--- src/rtl/tap_controller_param.sv ---
// ---------------------------------------------------------------------------
// tap_controller_param
//
// Parametrised IEEE 1149.1-style TAP controller sitting between the board
// JTAG pins and the core I/O boundary. Contains the 16-state TAP FSM, an
// IR_LEN-bit instruction register and three data registers:
//   - BYPASS  (1 bit)
//   - IDCODE  (32 bits, captures IDCODE_VAL)
//   - BSR     (BSR_LEN bits, shift stage plus update latch)
//
// Ports:
//   TCK     in   1        sole clock, everything changes on its rising edge
//   TRST    in   1        synchronous, active-low reset
//   TMS     in   1        test mode select
//   TDI     in   1        serial data in
//   TDO     out  1        serial data out (0 outside ShiftIR/ShiftDR)
//   TDO_EN  out  1        high only in ShiftIR/ShiftDR
//   state   out  4        current TAP state (debug)
//   ir      out  IR_LEN   active instruction
//   bsr_pi  in   BSR_LEN  parallel inputs from pins/core
//   bsr_po  out  BSR_LEN  parallel outputs to pins/core
//   mode    out  1        1 = bsr_po driven from the BSR update latch
// ---------------------------------------------------------------------------
module tap_controller_param #(
  parameter int unsigned IR_LEN     = 4,
  parameter int unsigned BSR_LEN    = 12,
  parameter logic [31:0] IDCODE_VAL = 32'h1234_5A6B,
  parameter int unsigned OP_EXTEST  = 0,
  parameter int unsigned OP_SAMPLE  = 1,
  parameter int unsigned OP_INTEST  = 2,
  parameter int unsigned OP_IDCODE  = 3
) (
  input  logic               TCK,
  input  logic               TRST,
  input  logic               TMS,
  input  logic               TDI,
  output logic               TDO,
  output logic               TDO_EN,
  output logic [3:0]         state,
  output logic [IR_LEN-1:0]  ir,
  input  logic [BSR_LEN-1:0] bsr_pi,
  output logic [BSR_LEN-1:0] bsr_po,
  output logic               mode
);

  // Opcodes resized to the IR width.
  localparam logic [IR_LEN-1:0] OPC_EXTEST = IR_LEN'(OP_EXTEST);
  localparam logic [IR_LEN-1:0] OPC_SAMPLE = IR_LEN'(OP_SAMPLE);
  localparam logic [IR_LEN-1:0] OPC_INTEST = IR_LEN'(OP_INTEST);
  localparam logic [IR_LEN-1:0] OPC_IDCODE = IR_LEN'(OP_IDCODE);

  // Fixed IR capture pattern {0...0,01}: lets a debugger locate IR length.
  localparam logic [IR_LEN-1:0] IR_CAPTURE = IR_LEN'(1);

  typedef enum logic [3:0] {
    TLR    = 4'd0,
    IDLE   = 4'd1,
    SEL_DR = 4'd2,
    SEL_IR = 4'd3,
    CAP_DR = 4'd4,
    CAP_IR = 4'd5,
    SH_DR  = 4'd6,
    SH_IR  = 4'd7,
    EX1_DR = 4'd8,
    EX1_IR = 4'd9,
    PAU_DR = 4'd10,
    PAU_IR = 4'd11,
    EX2_DR = 4'd12,
    EX2_IR = 4'd13,
    UPD_DR = 4'd14,
    UPD_IR = 4'd15
  } tap_state_e;

  tap_state_e          state_reg;
  tap_state_e          state_next;

  logic [IR_LEN-1:0]   ir_shift_reg;
  logic [IR_LEN-1:0]   ir_reg;
  logic                mode_reg;

  logic                bypass_reg;
  logic [31:0]         id_shift_reg;
  logic [BSR_LEN-1:0]  bsr_shift_reg;
  logic [BSR_LEN-1:0]  bsr_upd_reg;
  logic [BSR_LEN-1:0]  bsr_shifted;

  logic                sel_id;
  logic                sel_bsr;
  logic                upd_drives_pins;

  // -------------------------------------------------------------------------
  // FSM: state register
  // -------------------------------------------------------------------------
  always_ff @(posedge TCK) begin
    if (!TRST) begin
      state_reg <= TLR;
    end else begin
      state_reg <= state_next;
    end
  end

  // -------------------------------------------------------------------------
  // FSM: next-state logic (standard 1149.1 TMS graph)
  // -------------------------------------------------------------------------
  always_comb begin
    state_next = state_reg;
    case (state_reg)
      TLR:    state_next = TMS ? TLR    : IDLE;
      IDLE:   state_next = TMS ? SEL_DR : IDLE;
      SEL_DR: state_next = TMS ? SEL_IR : CAP_DR;
      SEL_IR: state_next = TMS ? TLR    : CAP_IR;
      CAP_DR: state_next = TMS ? EX1_DR : SH_DR;
      CAP_IR: state_next = TMS ? EX1_IR : SH_IR;
      SH_DR:  state_next = TMS ? EX1_DR : SH_DR;
      SH_IR:  state_next = TMS ? EX1_IR : SH_IR;
      EX1_DR: state_next = TMS ? UPD_DR : PAU_DR;
      EX1_IR: state_next = TMS ? UPD_IR : PAU_IR;
      PAU_DR: state_next = TMS ? EX2_DR : PAU_DR;
      PAU_IR: state_next = TMS ? EX2_IR : PAU_IR;
      EX2_DR: state_next = TMS ? UPD_DR : SH_DR;
      EX2_IR: state_next = TMS ? UPD_IR : SH_IR;
      UPD_DR: state_next = TMS ? SEL_DR : IDLE;
      UPD_IR: state_next = TMS ? SEL_DR : IDLE;
      default: state_next = TLR;
    endcase
  end

  // -------------------------------------------------------------------------
  // DR selection decoded from the active instruction. Anything that is not
  // IDCODE or one of the boundary-scan opcodes (including all-ones) falls
  // back to BYPASS.
  // -------------------------------------------------------------------------
  always_comb begin
    sel_id  = (ir_reg == OPC_IDCODE);
    sel_bsr = (ir_reg == OPC_EXTEST) || (ir_reg == OPC_SAMPLE) ||
              (ir_reg == OPC_INTEST);
  end

  // EXTEST/INTEST hand the pins to the update latch once the IR is updated.
  assign upd_drives_pins = (ir_shift_reg == OPC_EXTEST) ||
                           (ir_shift_reg == OPC_INTEST);

  // -------------------------------------------------------------------------
  // Instruction register and mode. Reloading on *entry* to TLR (rather than
  // while sitting in it) makes ir/mode valid on the same cycle state reads 0.
  // -------------------------------------------------------------------------
  always_ff @(posedge TCK) begin
    if (!TRST) begin
      ir_shift_reg <= '0;
      ir_reg       <= OPC_IDCODE;
      mode_reg     <= 1'b0;
    end else begin
      if (state_next == TLR) begin
        ir_reg   <= OPC_IDCODE;
        mode_reg <= 1'b0;
      end else if (state_reg == UPD_IR) begin
        ir_reg   <= ir_shift_reg;
        mode_reg <= upd_drives_pins;
      end

      case (state_reg)
        CAP_IR:  ir_shift_reg <= IR_CAPTURE;
        SH_IR:   ir_shift_reg <= {TDI, ir_shift_reg[IR_LEN-1:1]};
        default: ir_shift_reg <= ir_shift_reg;
      endcase
    end
  end

  // BSR shift-in value; a single-cell BSR simply takes TDI.
  generate
    if (BSR_LEN == 1) begin : g_bsr_one
      assign bsr_shifted = TDI;
    end else begin : g_bsr_many
      assign bsr_shifted = {TDI, bsr_shift_reg[BSR_LEN-1:1]};
    end
  endgenerate

  // -------------------------------------------------------------------------
  // Data registers. Only the selected register captures/shifts; the others
  // hold, so Pause/Exit2 excursions resume without losing data.
  // -------------------------------------------------------------------------
  always_ff @(posedge TCK) begin
    if (!TRST) begin
      bypass_reg    <= 1'b0;
      id_shift_reg  <= '0;
      bsr_shift_reg <= '0;
      bsr_upd_reg   <= '0;
    end else begin
      case (state_reg)
        CAP_DR: begin
          if (sel_id) begin
            id_shift_reg <= IDCODE_VAL;
          end else if (sel_bsr) begin
            bsr_shift_reg <= bsr_pi;
          end else begin
            bypass_reg <= 1'b0;
          end
        end
        SH_DR: begin
          if (sel_id) begin
            id_shift_reg <= {TDI, id_shift_reg[31:1]};
          end else if (sel_bsr) begin
            bsr_shift_reg <= bsr_shifted;
          end else begin
            bypass_reg <= TDI;
          end
        end
        UPD_DR: begin
          if (sel_bsr) begin
            bsr_upd_reg <= bsr_shift_reg;
          end
        end
        default: begin
        end
      endcase
    end
  end

  // -------------------------------------------------------------------------
  // FSM: output logic. TDO is combinational from the active shift LSB so the
  // first bit is visible as soon as the Shift state is entered.
  // -------------------------------------------------------------------------
  always_comb begin
    TDO    = 1'b0;
    TDO_EN = 1'b0;
    case (state_reg)
      SH_IR: begin
        TDO_EN = 1'b1;
        TDO    = ir_shift_reg[0];
      end
      SH_DR: begin
        TDO_EN = 1'b1;
        if (sel_id) begin
          TDO = id_shift_reg[0];
        end else if (sel_bsr) begin
          TDO = bsr_shift_reg[0];
        end else begin
          TDO = bypass_reg;
        end
      end
      default: begin
        TDO    = 1'b0;
        TDO_EN = 1'b0;
      end
    endcase
  end

  // Per-cell output mux between the core/pin value and the update latch.
  generate
    for (genvar gi = 0; gi < BSR_LEN; gi++) begin : g_po_mux
      assign bsr_po[gi] = mode_reg ? bsr_upd_reg[gi] : bsr_pi[gi];
    end
  endgenerate

  assign state = state_reg;
  assign ir    = ir_reg;
  assign mode  = mode_reg;

endmodule

--- config.mk ---
export PLATFORM = sky130hd
export DESIGN_NAME = tap_controller_param
export DESIGN_NICKNAME = d
export VERILOG_FILES = /design/src/rtl/tap_controller_param.sv
export SDC_FILE = /design/constraint.sdc
export NUM_CORES = 1
export LEC_CHECK = 0
export CAP_MARGIN = 25
export CELL_PAD_IN_SITES_DETAIL_PLACEMENT = 0
export CELL_PAD_IN_SITES_GLOBAL_PLACEMENT = 1
export CORE_MARGIN = 8
export CORE_UTILIZATION = 42
export DETAILED_ROUTE_END_ITERATION = 10
export HOLD_SLACK_MARGIN = 0.15
export PLACE_DENSITY_LB_ADDON = 0.1
export SLEW_MARGIN = 20
export SYNTH_ARGS = -nofsm -noshare
export SYNTH_HDL_FRONTEND = slang
export SYNTH_SLANG_ARGS = --single-unit
--- constraint.sdc ---
create_clock -name TCK -period 1.8 [get_ports TCK]
set_clock_uncertainty 0.05 [all_clocks]
set_input_delay 0.54 -clock TCK [delete_from_list [all_inputs] [get_ports TCK]]
set_output_delay 0.54 -clock TCK [all_outputs]
set_load 0.02 [all_outputs]
==> results.py, run 1 <==
metrics = {
    "status": {
        "status": "complete, but fails checks",
        "violations": "negative setup slack",
    },
    "route": {
        "vias_per_cell": 5.51,
        "firstDrtPassIters": 4,
        "routed_wl_um": 8620,
        "vias": 3015,
        "drt-wirelength-per-cell_um": 15.8,
        "antenna_left": 0,
        "drc": 0,
        "dr.first_iter.drc_count": 158,
    },
    "sta": {
        "fin_ws_ps": -201,
        "finalWorstPathRequiredPeriod_ps": 2000,
        "finalSetupViolCount": 14,
        "clock.fmax_mhz": 500,
        "tns_ps": -2000,
        "final_max_slew_viol_count": 0,
        "slew-limit-headroom": 0.731,
        "rsz0062_at_grt": "yes",
        "finalHoldViolations": 0,
        "finalCritPeriodShare": 1.11,
        "tightest_slew_ps": 404,
    },
    "setup_path": {
        "r2r_setup_slack_ps": 80,
        "critical_path_class": "flop to output pin",
        "r2r_end": "bypass_reg$_SDFFE_PN0P_",
        "worstPathMaxFanout": 3,
        "r2r_cells": 4,
        "r2r_start": "state[2]$_SDFF_PN0_",
        "crit_start": "state[3]$_SDFF_PN0_",
        "end_kind": "output pin",
        "endpoint": "TDO",
        "crit_path_start_kind": "flop",
        "worst_ep_required_time_ps": 1210,
        "critPathArrivalTime_ps": 1410,
    },
    "synth": {
        "async_reset_ff_frac": 0,
        "yosysUniqueCellTypes": 40,
        "syn_area_sq_um": 3220,
        "avgSynthCellArea_sq_um": 8.67,
        "synth.net_count": 388,
        "ys_seq_area_frac": 0.435,
        "ys_seq_elements": 70,
        "synth-edff-count": 0,
        "postSynthCellCount": 372,
        "synth_flop_cell": "dfxtp_1",
        "yosysWarnings": 0,
    },
    "power": {
        "total_power_mw": 3.45,
        "cellLeakagePower_nw": 1.68,
        "ir_worst_vdd_v": 0.000462,
        "p_per_area_nw_per_um2": 776,
    },
    "global_routing": {
        "overflow": 0,
        "grt_pass1_vias": 2825,
        "grt_max_degree": 52,
        "grt_first_pass_wirelength_um": 14200,
        "grt_use_total": 0.155,
        "antenna_found_initial": 0,
    },
    "floorplanning": {
        "start_util": 0.426,
        "die_y_um": 104,
        "core-area_sq_um": 7570,
        "rows": 32,
        "io_pins": 39,
        "die_area_sq_um": 10700,
        "chipWidth_um": 104,
    },
    "clocking": {
        "cts-hold-fix-buffers": 0,
        "clkLatencyLatePin_ps": 340,
        "root_buffer": "clkbuf_8",
        "numCtsBuffers": 9,
        "clock_sinks": 70,
        "clockBufferDepth": 2,
        "htreeDepth": 3,
        "cts_tree": "built",
        "clk_pin_slew_worst_paths_ps": 90,
    },
    "final_layout": {
        "syn2layout_area_growth_pct": 37.8,
        "largest_reg_flops": 32,
        "layout-drive-gt1-share": 0.294,
        "utilization": 0.587,
        "instances_no_fill": 547,
        "antenna_cells": 0,
        "fillers": 657,
        "nNetsFinal": 456,
    },
    "worst_hold_path": {
        "min_path_type": "flop to flop",
        "hp-start": "ir_shift_reg[1]$_SDFFE_PN0P_",
    },
    "placement": {
        "dp.cells": 522,
        "port_buffers": 38,
        "gp_congestion": 0.743,
        "dp_hpwl_um": 5290,
    },
    "flow_run": {
        "drv_cap": 0,
    },
}
-- cells in the mapped netlist (all sizes together), types with 3 or more instances --
cell type / n / area share
mux2: 12 / 0.042
dfxtp: 70 / 0.43
a21oi: 64 / 0.099
a211oi: 14 / 0.033
clkbuf: 23 / 0.027
nand2: 9 / 0.010
mux2i: 14 / 0.043
nor2: 11 / 0.013
inv: 18 / 0.021
and3b: 4 / 0.011
buf: 19 / 0.032
o21ai: 35 / 0.054
nand4: 19 / 0.037
a211o: 3 / 0.0082
a311oi: 15 / 0.041
nand4bb: 3 / 0.010
nand3: 16 / 0.025
-- report_power, final --
group | switching, mW | internal [mW]
Clock | 0.647 | 0.686
Combinational | 0.277 | 0.236
Sequential | 0.0228 | 1.58
Total | 0.947 | 2.50
-- logic make-up after synthesis --
family          share of synthesized area
simple gates                        0.143
xor+xnor                          0.00272
mux                                0.0854
flops                               0.435
buf+inv                            0.0795
compound gates                      0.255
-- worst min path at each step --
stage	slack, ps	to	depth (start not counted)
after floorplan	380	ir_shift_reg[1]$_SDFFE_PN0P_	2
after global placement	390	ir_shift_reg[1]$_SDFFE_PN0P_	2
after detailed placement	400	ir_shift_reg[1]$_SDFFE_PN0P_	2
after CTS	410	ir_shift_reg[1]$_SDFFE_PN0P_	2
after global routing	430	ir_shift_reg[1]$_SDFFE_PN0P_	2
final	410	ir_shift_reg[1]$_SDFFE_PN0P_	2
-- area by class of cell --
cell class	count	area [sq um]	area share
Clock buffer	10	138	0.0310
Clock inverter	6	68.8	0.0155
Inverter	18	67.6	0.0152
Multi-Input combinational cell	242	1670	0.376
Sequential cell	70	1420	0.320
Tap cell	102	128	0.0287
Timing Repair Buffer	99	946	0.213
-- cell usage in the layout (no fill, tap or decap), drive strengths merged, types with 12 or more instances in the layout --
cell         instances
a211oi              14
a21oi               64
a311oi              15
buf                 75
clkbuf              14
dfxtp               70
dlygate4sd2         14
inv                 19
mux2                12
mux2i               14
nand3               16
nand4               19
o21ai               35
-- repair_timing --
action / 4_1_cts / 5_1_grt
pin swaps: 4 / 3
cloned: 0 / 1
endpoints found under the setup margin: 36 / 24
setup buffers: 7 / 3
resized for setup: 140 / 19
endpoints found under the hold margin: 0 / 0
-- layer usage --
layer,track usage,vias up,wire (um)
met5,0,-,0
met4,0.0525,0,100
met3,0.0310,10,329
met2,0.248,60,4240
met1,0.201,1440,3950
li1,-,1505,-
-- through the flow --
stage / worst slack, ps / instance area (sq um) / hold WS, ps
final: -201 / 4440 / 408
after global routing: -261 / 4440 / 432
after CTS: -272 / 4360 / 408
after detailed placement: -590 / 4020 / 397
after global placement: -547 / 4020 / 392
after floorplan: -156 / 3280 / 382
-- worst max-delay path: stages, from the launching register on --
cell	delay (ps)
dfxtp_2	330
and3b_2	290
o21ai_2	90
o31ai_4	200
buf_6	150
Power figures use the tool's default switching activity.
==> run 2, diff against run 1 <==
--- a/config.mk
+++ b/config.mk
@@ -13,6 +13,7 @@
 export DETAILED_ROUTE_END_ITERATION = 10
 export HOLD_SLACK_MARGIN = 0.15
 export PLACE_DENSITY_LB_ADDON = 0.1
+export SKIP_CTS_REPAIR_TIMING = 1
 export SLEW_MARGIN = 20
 export SYNTH_ARGS = -nofsm -noshare
 export SYNTH_HDL_FRONTEND = slang
==> results.py, run 2 (synthesized netlist as in run 1, its figures left out) <==
metrics = {
    "sta": {
        "tightest_slew_ps": 410,
        "rsz0062_at_grt": "yes",
        "finalSetupViolCount": 13,
        "finalWorstPathRequiredPeriod_ps": 2070,
        "slew-limit-headroom": 0.727,
        "finalCritPeriodShare": 1.15,
        "finalHoldViolations": 0,
        "tns_ps": -2220,
        "final_max_slew_viol_count": 0,
        "fin_ws_ps": -272,
        "clock.fmax_mhz": 483,
    },
    "setup_path": {
        "r2r_cells": 4,
        "end_kind": "output pin",
        "critPathArrivalTime_ps": 1480,
        "crit_path_start_kind": "flop",
        "worst_ep_required_time_ps": 1210,
        "r2r_setup_slack_ps": 70,
        "crit_start": "ir[0]$_SDFFE_PP1P_",
        "r2r_start": "state[3]$_SDFF_PN0_",
        "worstPathMaxFanout": 5,
        "r2r_end": "bypass_reg$_SDFFE_PN0P_",
        "critical_path_class": "flop to output pin",
    },
    "final_layout": {
        "antenna_cells": 0,
        "instances_no_fill": 546,
        "syn2layout_area_growth_pct": 39.0,
        "layout-drive-gt1-share": 0.277,
        "final_cell_mix": "a21oi_1 (64), dfxtp_1 (63), buf_4 (47)",
        "final_common_cell": "a21oi_1",
        "nNetsFinal": 455,
        "utilization": 0.592,
        "largest_reg_flops": 32,
    },
    "global_routing": {
        "grt_pass1_vias": 2748,
        "grt_use_total": 0.149,
        "grt_max_degree": 52,
        "overflow": 0,
        "antenna_found_initial": 0,
        "grt_first_pass_wirelength_um": 13700,
    },
    "power": {
        "internal_power_mw": 2.50,
        "p_per_area_nw_per_um2": 772,
        "power_frac_clock": 0.387,
        "switching_power_uw": 956,
        "power_frac_comb": 0.149,
        "ir_worst_vdd_v": 0.000463,
        "sequentialPowerShare": 0.463,
        "total_power_mw": 3.46,
        "cellLeakagePower_nw": 1.84,
        "p_sw_frac": 0.276,
    },
    "route": {
        "drc": 0,
        "dr.first_iter.drc_count": 140,
        "routed_wl_um": 8730,
        "vias": 3025,
        "vias_per_cell": 5.54,
        "drt-wirelength-per-cell_um": 16.0,
        "firstDrtPassIters": 6,
        "antenna_left": 0,
    },
    "placement": {
        "dp.cells": 522,
        "gp_congestion": 0.743,
        "port_buffers": 38,
        "dp_hpwl_um": 5290,
        "post-place-ws_ps": -590,
    },
    "status": {
        "violations": "negative setup slack",
        "status": "complete, but fails checks",
    },
    "worst_hold_path": {
        "hp-start": "ir_shift_reg[1]$_SDFFE_PN0P_",
        "min_path_type": "flop to flop",
        "hold-path-endpoint": "ir_shift_reg[1]$_SDFFE_PN0P_",
        "holdPathStages": 2,
    },
    "clocking": {
        "root_buffer": "clkbuf_8",
        "numCtsBuffers": 9,
        "clk_pin_slew_worst_paths_ps": 80,
        "clkLatencyLatePin_ps": 340,
        "clock_sinks": 70,
        "clockBufferDepth": 2,
        "htreeDepth": 3,
        "cts_tree": "built",
    },
    "floorplanning": {
        "die_area_sq_um": 10700,
        "io_pins": 39,
        "chipWidth_um": 104,
        "core-area_sq_um": 7570,
        "rows": 32,
        "die_y_um": 104,
        "start_util": 0.426,
    },
    "flow_run": {
        "drv_cap": 0,
    },
}
run 2: changes by cell type in the layout (fill, tap and decap cells not counted), sizes merged:
cell,previous run,this run
dlymetal6s2s,0,19
clkbuf,14,13
dlygate4sd2,14,0
clkdlybuf4s15,3,0
buf,75,73
run 2: layout make-up:
class,count,area [sq um]
sequential,70,1420
timing repair buffer,98,987
inverter,18,67.6
fill,649,3090
multi-input combinational,242,1670
clock inverter,6,68.8
tap,102,128
clock buffer,10,138
run 2: power by group through the flow:
stage,logic [mW],clock network (mW),registers (mW)
detailed placement,0.499,0,1.64
global route,0.557,1.42,1.61
finish,0.517,1.34,1.60
global placement,0.491,0,1.64
CTS,0.500,1.36,1.61
floorplan,0.291,0,1.65
run 2: worst max path at each step:
stage | to | slack [ps]
2_1_floorplan | TDO | -160
3_3_place_gp | bsr_po[10] | -550
3_5_place_dp | bsr_po[9] | -590
4_1_cts | TDO | -830
5_1_grt | TDO | -330
6_report | TDO | -270
run 2: per-stage QoR:
stage | hold slack, ps | area [sq um]
finish | 408 | 4480
global route | 432 | 4480
CTS | 408 | 4230
detailed placement | 397 | 4020
global placement | 392 | 4020
floorplan | 382 | 3280
run 2: layer usage:
layer	share of wire	up-vias	GRT usage	wire length [um]
li1	-	1503	-	-
met1	0.49	1456	0.194	4260
met2	0.47	54	0.237	4140
met3	0.027	12	0.0310	233
met4	0.011	0	0.0514	95
met5	0	-	0	0
run 2: worst max-delay path, cell delays in order (launching register included):
cell	delay [ps]
dfxtp_4	380
and3_4	190
a2111oi_4	30
buf_4	150
o31ai_4	240
buf_6	150
==> run 3, diff against run 2 <==
==> constraint.sdc (replaced) <==
create_clock -name TCK -period 2.3 [get_ports TCK]
set_clock_uncertainty 0.05 [all_clocks]
set_input_delay 0.69 -clock TCK [delete_from_list [all_inputs] [get_ports TCK]]
set_output_delay 0.69 -clock TCK [all_outputs]
set_load 0.02 [all_outputs]
==> results.py, run 3 (synthesized netlist as in run 1, its figures left out) <==
metrics = {
    "placement": {
        "gp_congestion": 0.747,
        "dpl-instance-area_sq_um": 3900,
        "dp.cells": 510,
        "post-place-ws_ps": -380,
        "port_buffers": 38,
        "dp_hpwl_um": 5100,
    },
    "clocking": {
        "clock_sinks": 70,
        "root_buffer": "clkbuf_8",
        "numCtsBuffers": 9,
        "clk_pin_slew_worst_paths_ps": 70,
        "htreeDepth": 3,
        "cts_tree": "built",
        "clockBufferDepth": 2,
        "clkLatencyLatePin_ps": 350,
    },
    "sta": {
        "rsz0062_at_grt": "yes",
        "finalCritPeriodShare": 0.991,
        "fin_ws_ps": 21.7,
        "finalWorstPathRequiredPeriod_ps": 2280,
        "tightest_slew_ps": 493,
        "clock.fmax_mhz": 439,
        "final_max_slew_viol_count": 0,
        "slew-limit-headroom": 0.671,
        "finalSetupViolCount": 0,
        "finalHoldViolations": 0,
    },
    "route": {
        "antenna_left": 0,
        "dr.first_iter.drc_count": 125,
        "firstDrtPassIters": 5,
        "vias_per_cell": 5.57,
        "drt-wirelength-per-cell_um": 15.9,
        "routed_wl_um": 8340,
        "drc": 0,
        "vias": 2932,
    },
    "final_layout": {
        "layout-drive-gt1-share": 0.224,
        "multi_input_area_sq_um": 1600,
        "final_cell_mix": "dfxtp_1 (66), a21oi_1 (64), buf_4 (45)",
        "largest_reg_flops": 32,
        "nNetsFinal": 435,
        "regArea_sq_um": 1410,
        "final_common_cell": "dfxtp_1",
        "final_cell_area_sq_um": 4140,
        "fillers": 679,
        "syn2layout_area_growth_pct": 28.3,
        "instances_no_fill": 526,
        "utilization": 0.547,
        "antenna_cells": 0,
    },
    "floorplanning": {
        "die_y_um": 104,
        "rows": 32,
        "core-area_sq_um": 7570,
        "chipWidth_um": 104,
        "die_area_sq_um": 10700,
        "start_util": 0.426,
        "io_pins": 39,
    },
    "worst_hold_path": {
        "min_path_type": "flop to flop",
    },
    "setup_path": {
        "crit_path_start_kind": "primary input",
        "critPathArrivalTime_ps": 1540,
        "critical_path_class": "primary input to output pin",
        "end_kind": "output pin",
        "worst_ep_required_time_ps": 1560,
        "worstPathMaxFanout": 2,
    },
    "power": {
        "ir_worst_vdd_v": 0.000289,
        "cellLeakagePower_nw": 1.64,
        "p_per_area_nw_per_um2": 658,
    },
    "global_routing": {
        "antenna_found_initial": 0,
        "grt_pass1_vias": 2818,
        "grt_use_total": 0.155,
        "grt_max_degree": 65,
        "overflow": 0,
        "grt_first_pass_wirelength_um": 13900,
    },
    "flow_run": {
        "drv_cap": 0,
    },
    "status": {
        "status": "finished, final reports clean",
    },
}
run 3: changes by cell type in the layout (fill, tap and decap cells not counted), sizes merged:
cell,delta
buf,-24
clkdlybuf4s50,+8
dlymetal6s2s,-5
bufinv,+1
clkinvlp,-1
inv,+1
run 3: worst max-delay path, stage by stage:
cell and delay [ps]:
clkdlybuf4s50_1 430, mux2_2 270, clkbuf_2 150
run 3: path summary, 6_finish.rpt:
check,to,cells past startpoint,start,slack (ps)
worst max register to register,bypass_reg$_SDFFE_PN0P_,4,state[2]$_SDFF_PN0_,440
worst min-delay path,ir_shift_reg[1]$_SDFFE_PN0P_,2,ir_shift_reg[1]$_SDFFE_PN0P_,410
worst min register to register,ir_shift_reg[1]$_SDFFE_PN0P_,2,ir_shift_reg[1]$_SDFFE_PN0P_,410
worst max-delay path,bsr_po[4],3,bsr_pi[4],20
run 3: layer usage:
metal,wire [um],track usage,part of all wire,vias up
met4,222,0.0913,0.027,0
li1,-,-,-,1473
met1,4010,0.194,0.48,1391
met2,3840,0.240,0.46,50
met3,261,0.0316,0.031,18
met5,0,0,0,-
run 3: per-stage QoR:
step | hold slack [ps] | total power, mW | TNS (ps)
2_1_floorplan | 382 | 1.51 | 0
3_3_place_gp | 391 | 1.65 | -4190
3_5_place_dp | 395 | 1.66 | -4370
4_1_cts | 404 | 2.75 | -5220
5_1_grt | 436 | 2.84 | -41.6
6_report | 406 | 2.72 | 0
run 3: final cells by class:
class	instances	area share
Clock buffer	9	0.0299
Clock inverter	7	0.0233
Inverter	18	0.0163
Multi-Input combinational cell	242	0.386
Sequential cell	70	0.340
Tap cell	102	0.0308
Timing Repair Buffer	78	0.173
run 3: report_power, final:
part           total [mW]  leakage (nW)  switching, mW  internal (mW)
registers            1.26         0.565         0.0166           1.24
clock network        1.10         0.114          0.487          0.616
logic               0.366         0.966          0.210          0.155
==> variant, RTL diff (settings of run 2) <==
Make the reset (`TRST`) asynchronous in 3 clocked blocks. Comments in the files are not updated.
--- a/src/rtl/tap_controller_param.sv
+++ b/src/rtl/tap_controller_param.sv
@@ -91,7 +91,7 @@
   // -------------------------------------------------------------------------
   // FSM: state register
   // -------------------------------------------------------------------------
-  always_ff @(posedge TCK) begin
+  always_ff @(posedge TCK or negedge TRST) begin
     if (!TRST) begin
       state_reg <= TLR;
     end else begin
@@ -144,7 +144,7 @@
   // Instruction register and mode. Reloading on *entry* to TLR (rather than
   // while sitting in it) makes ir/mode valid on the same cycle state reads 0.
   // -------------------------------------------------------------------------
-  always_ff @(posedge TCK) begin
+  always_ff @(posedge TCK or negedge TRST) begin
     if (!TRST) begin
       ir_shift_reg <= '0;
       ir_reg       <= OPC_IDCODE;
@@ -179,7 +179,7 @@
   // Data registers. Only the selected register captures/shifts; the others
   // hold, so Pause/Exit2 excursions resume without losing data.
   // -------------------------------------------------------------------------
-  always_ff @(posedge TCK) begin
+  always_ff @(posedge TCK or negedge TRST) begin
     if (!TRST) begin
       bypass_reg    <= 1'b0;
       id_shift_reg  <= '0;
Function: differs if TRST is asserted again (counterexample within 4 cycles, from zero or initial values and one cycle with TRST low); with TRST held inactive, the same outputs for 10 cycles.
==> variant against run 2 <==
  * The run still ends with setup timing left
  * Setup slack gained 92 ps
  * Wire length shrank 25%
  * Final area shrank 4.6%
  * Sequential cell count is the same
  * Maximum frequency grew 4.7%
  * Synthesized area grew 4.3%
  * Worst hold slack lost 250 ps
Power is not compared: it rests on default switching activity, and its combinational part moved more than twofold at a synthesized area within 25%.
==> variant: results <==
group,metric,value,unit
setup_path,crit_path_top_delay_cell,"dfstp_2",
global_routing,grt_pass1_wl,11300,um
drt,drtIter0Drc,55,
clocking,numCtsBuffers,9,
drt,num_vias,2245,
logic_synthesis,ys.warnings.count,0,
timing,setup_ws,-179,ps
setup_path,r2r-start,"state[3]$_DFF_PN0_",
logic_synthesis,synth.area.top_cells,"dfrtp_1 51%, mux2_2 16%, mux2i_1 7.1%",
worst_hold_path,worstHoldPathType,"in2async",
global_routing,gr-usage-met3,0.0219,
setup_path,reg2reg_depth,6,
setup_path,worst_ep_arrival_time,1390,ps
logic_synthesis,yosysSeqAreaShare,0.521,
clocking,clockBufferDepth,2,
drt,wl_met2,3040,um
drt,wirelength_met1,3220,um
global_routing,track_usage,0.124,
placement,place_ws,-578,ps
setup_path,cpPeakStageDelay,540,ps
timing,setup_viol,13,
power,vdd_drop_max,0.643,mV
status,status,"finished with violations",
logic_synthesis,ys_async_sr_fraction,1.00,
timing,slew-limit-headroom,0.747,
placement,place.gp.congestion,0.733,
global_routing,grtUsageMet1,0.162,
logic_synthesis,yosysUniqueCellTypes,37,
power,p_switching,2.46,mW
timing,setup-tns-final,-1930,ps
global_routing,grt_max_degree,71,
global_routing,grt_pass1_vias,2329,
logic_synthesis,synthFlopType,"dfrtp_1",
setup_path,critPathLaunch,"ir[0]$_DFFE_PN1P_",
setup_path,crit_fanout,2,
placement,dp_hpwl,4340,um
setup_path,rrSetupSlack,110,ps
timing,finalHoldViolCount,0,
logic_synthesis,synth_nets,303,
drt,dr.pass1.iters,4,
placement,io_buffers,38,
clocking,root_buffer,"clkbuf_8",
clocking,clock_latency,340,ps
drt,postRouteWirelength,6510,um
final_layout,nets,365,
final_layout,antenna_cells,0,
status,violations,"setup timing",
power,power.leakage,2.19,nW
clocking,htree_levels,3,
final_layout,largest_reg_flops,32,
final_layout,nFillCells,700,
drt,dr_wl_met3,133,um
setup_path,r2r_end,"bsr_shift_reg[10]$_DFFE_PN0P_",
global_routing,grtUsageMet2,0.194,
final_layout,drive_gt1_frac,0.350,
logic_synthesis,yosys-top-cells-count,"68 x dfrtp_1, 48 x mux2_2, 43 x nand2_1, 24 x mux2i_1, 21 x inv_1",
clocking,clk_pin_slew,80,ps
## variant: cell types whose count changed after synthesis, sizes merged, moves of 14 or more
cell	run 2	this run
a211oi	14	0
a21oi	64	3
a311oi	15	0
clkbuf	23	7
dfrtp	0	68
dfxtp	70	0
mux2	12	60
nand2	9	43
nand4	19	2
o21ai	35	9
## variant: metrics by stage
step,cells,power [mW],cell area (um2)
3_3_place_gp,440,5.77,4070
4_1_cts,456,7.28,4300
3_5_place_dp,440,5.82,4070
5_1_grt,456,7.63,4280
6_report,456,7.11,4280
2_1_floorplan,287,4.63,3380
## variant: cells by family (layout without fill, tap and decap cells)
logic type	after synthesis	in the layout	share of synthesized area
AO/OA/AOI/OAI	19	19	0.0353
XOR/XNOR	1	1	0.00260
buffers and inverters	38	105	0.0509
flip-flops	70	70	0.521
multiplexers	84	84	0.272
AND/OR/NAND/NOR	75	75	0.118
## variant: how the worst min path moves through the flow
stage                                 start                           end  slack [ps]  cells past startpoint
3_3_place_gp   id_shift_reg[12]$_DFFE_PN0P_  id_shift_reg[12]$_DFFE_PN0P_         410                      1
2_1_floorplan                          TRST  bsr_shift_reg[0]$_DFFE_PN0P_         190                      0
5_1_grt                                TRST    bsr_upd_reg[4]$_DFFE_PN0P_         180                      2
3_5_place_dp    id_shift_reg[6]$_DFFE_PN0P_   id_shift_reg[6]$_DFFE_PN0P_         420                      1
4_1_cts                                TRST    bsr_upd_reg[4]$_DFFE_PN0P_         170                      2
6_report                               TRST    bsr_upd_reg[4]$_DFFE_PN0P_         160                      2
## variant: final cells by class
type,instances,area share
clock buffers,11,0.0331
clock inverters,5,0.0193
inverters,21,0.0184
multi-input cells,179,0.342
flip-flops and latches,70,0.410
well taps,102,0.0298
repair buffers,68,0.147
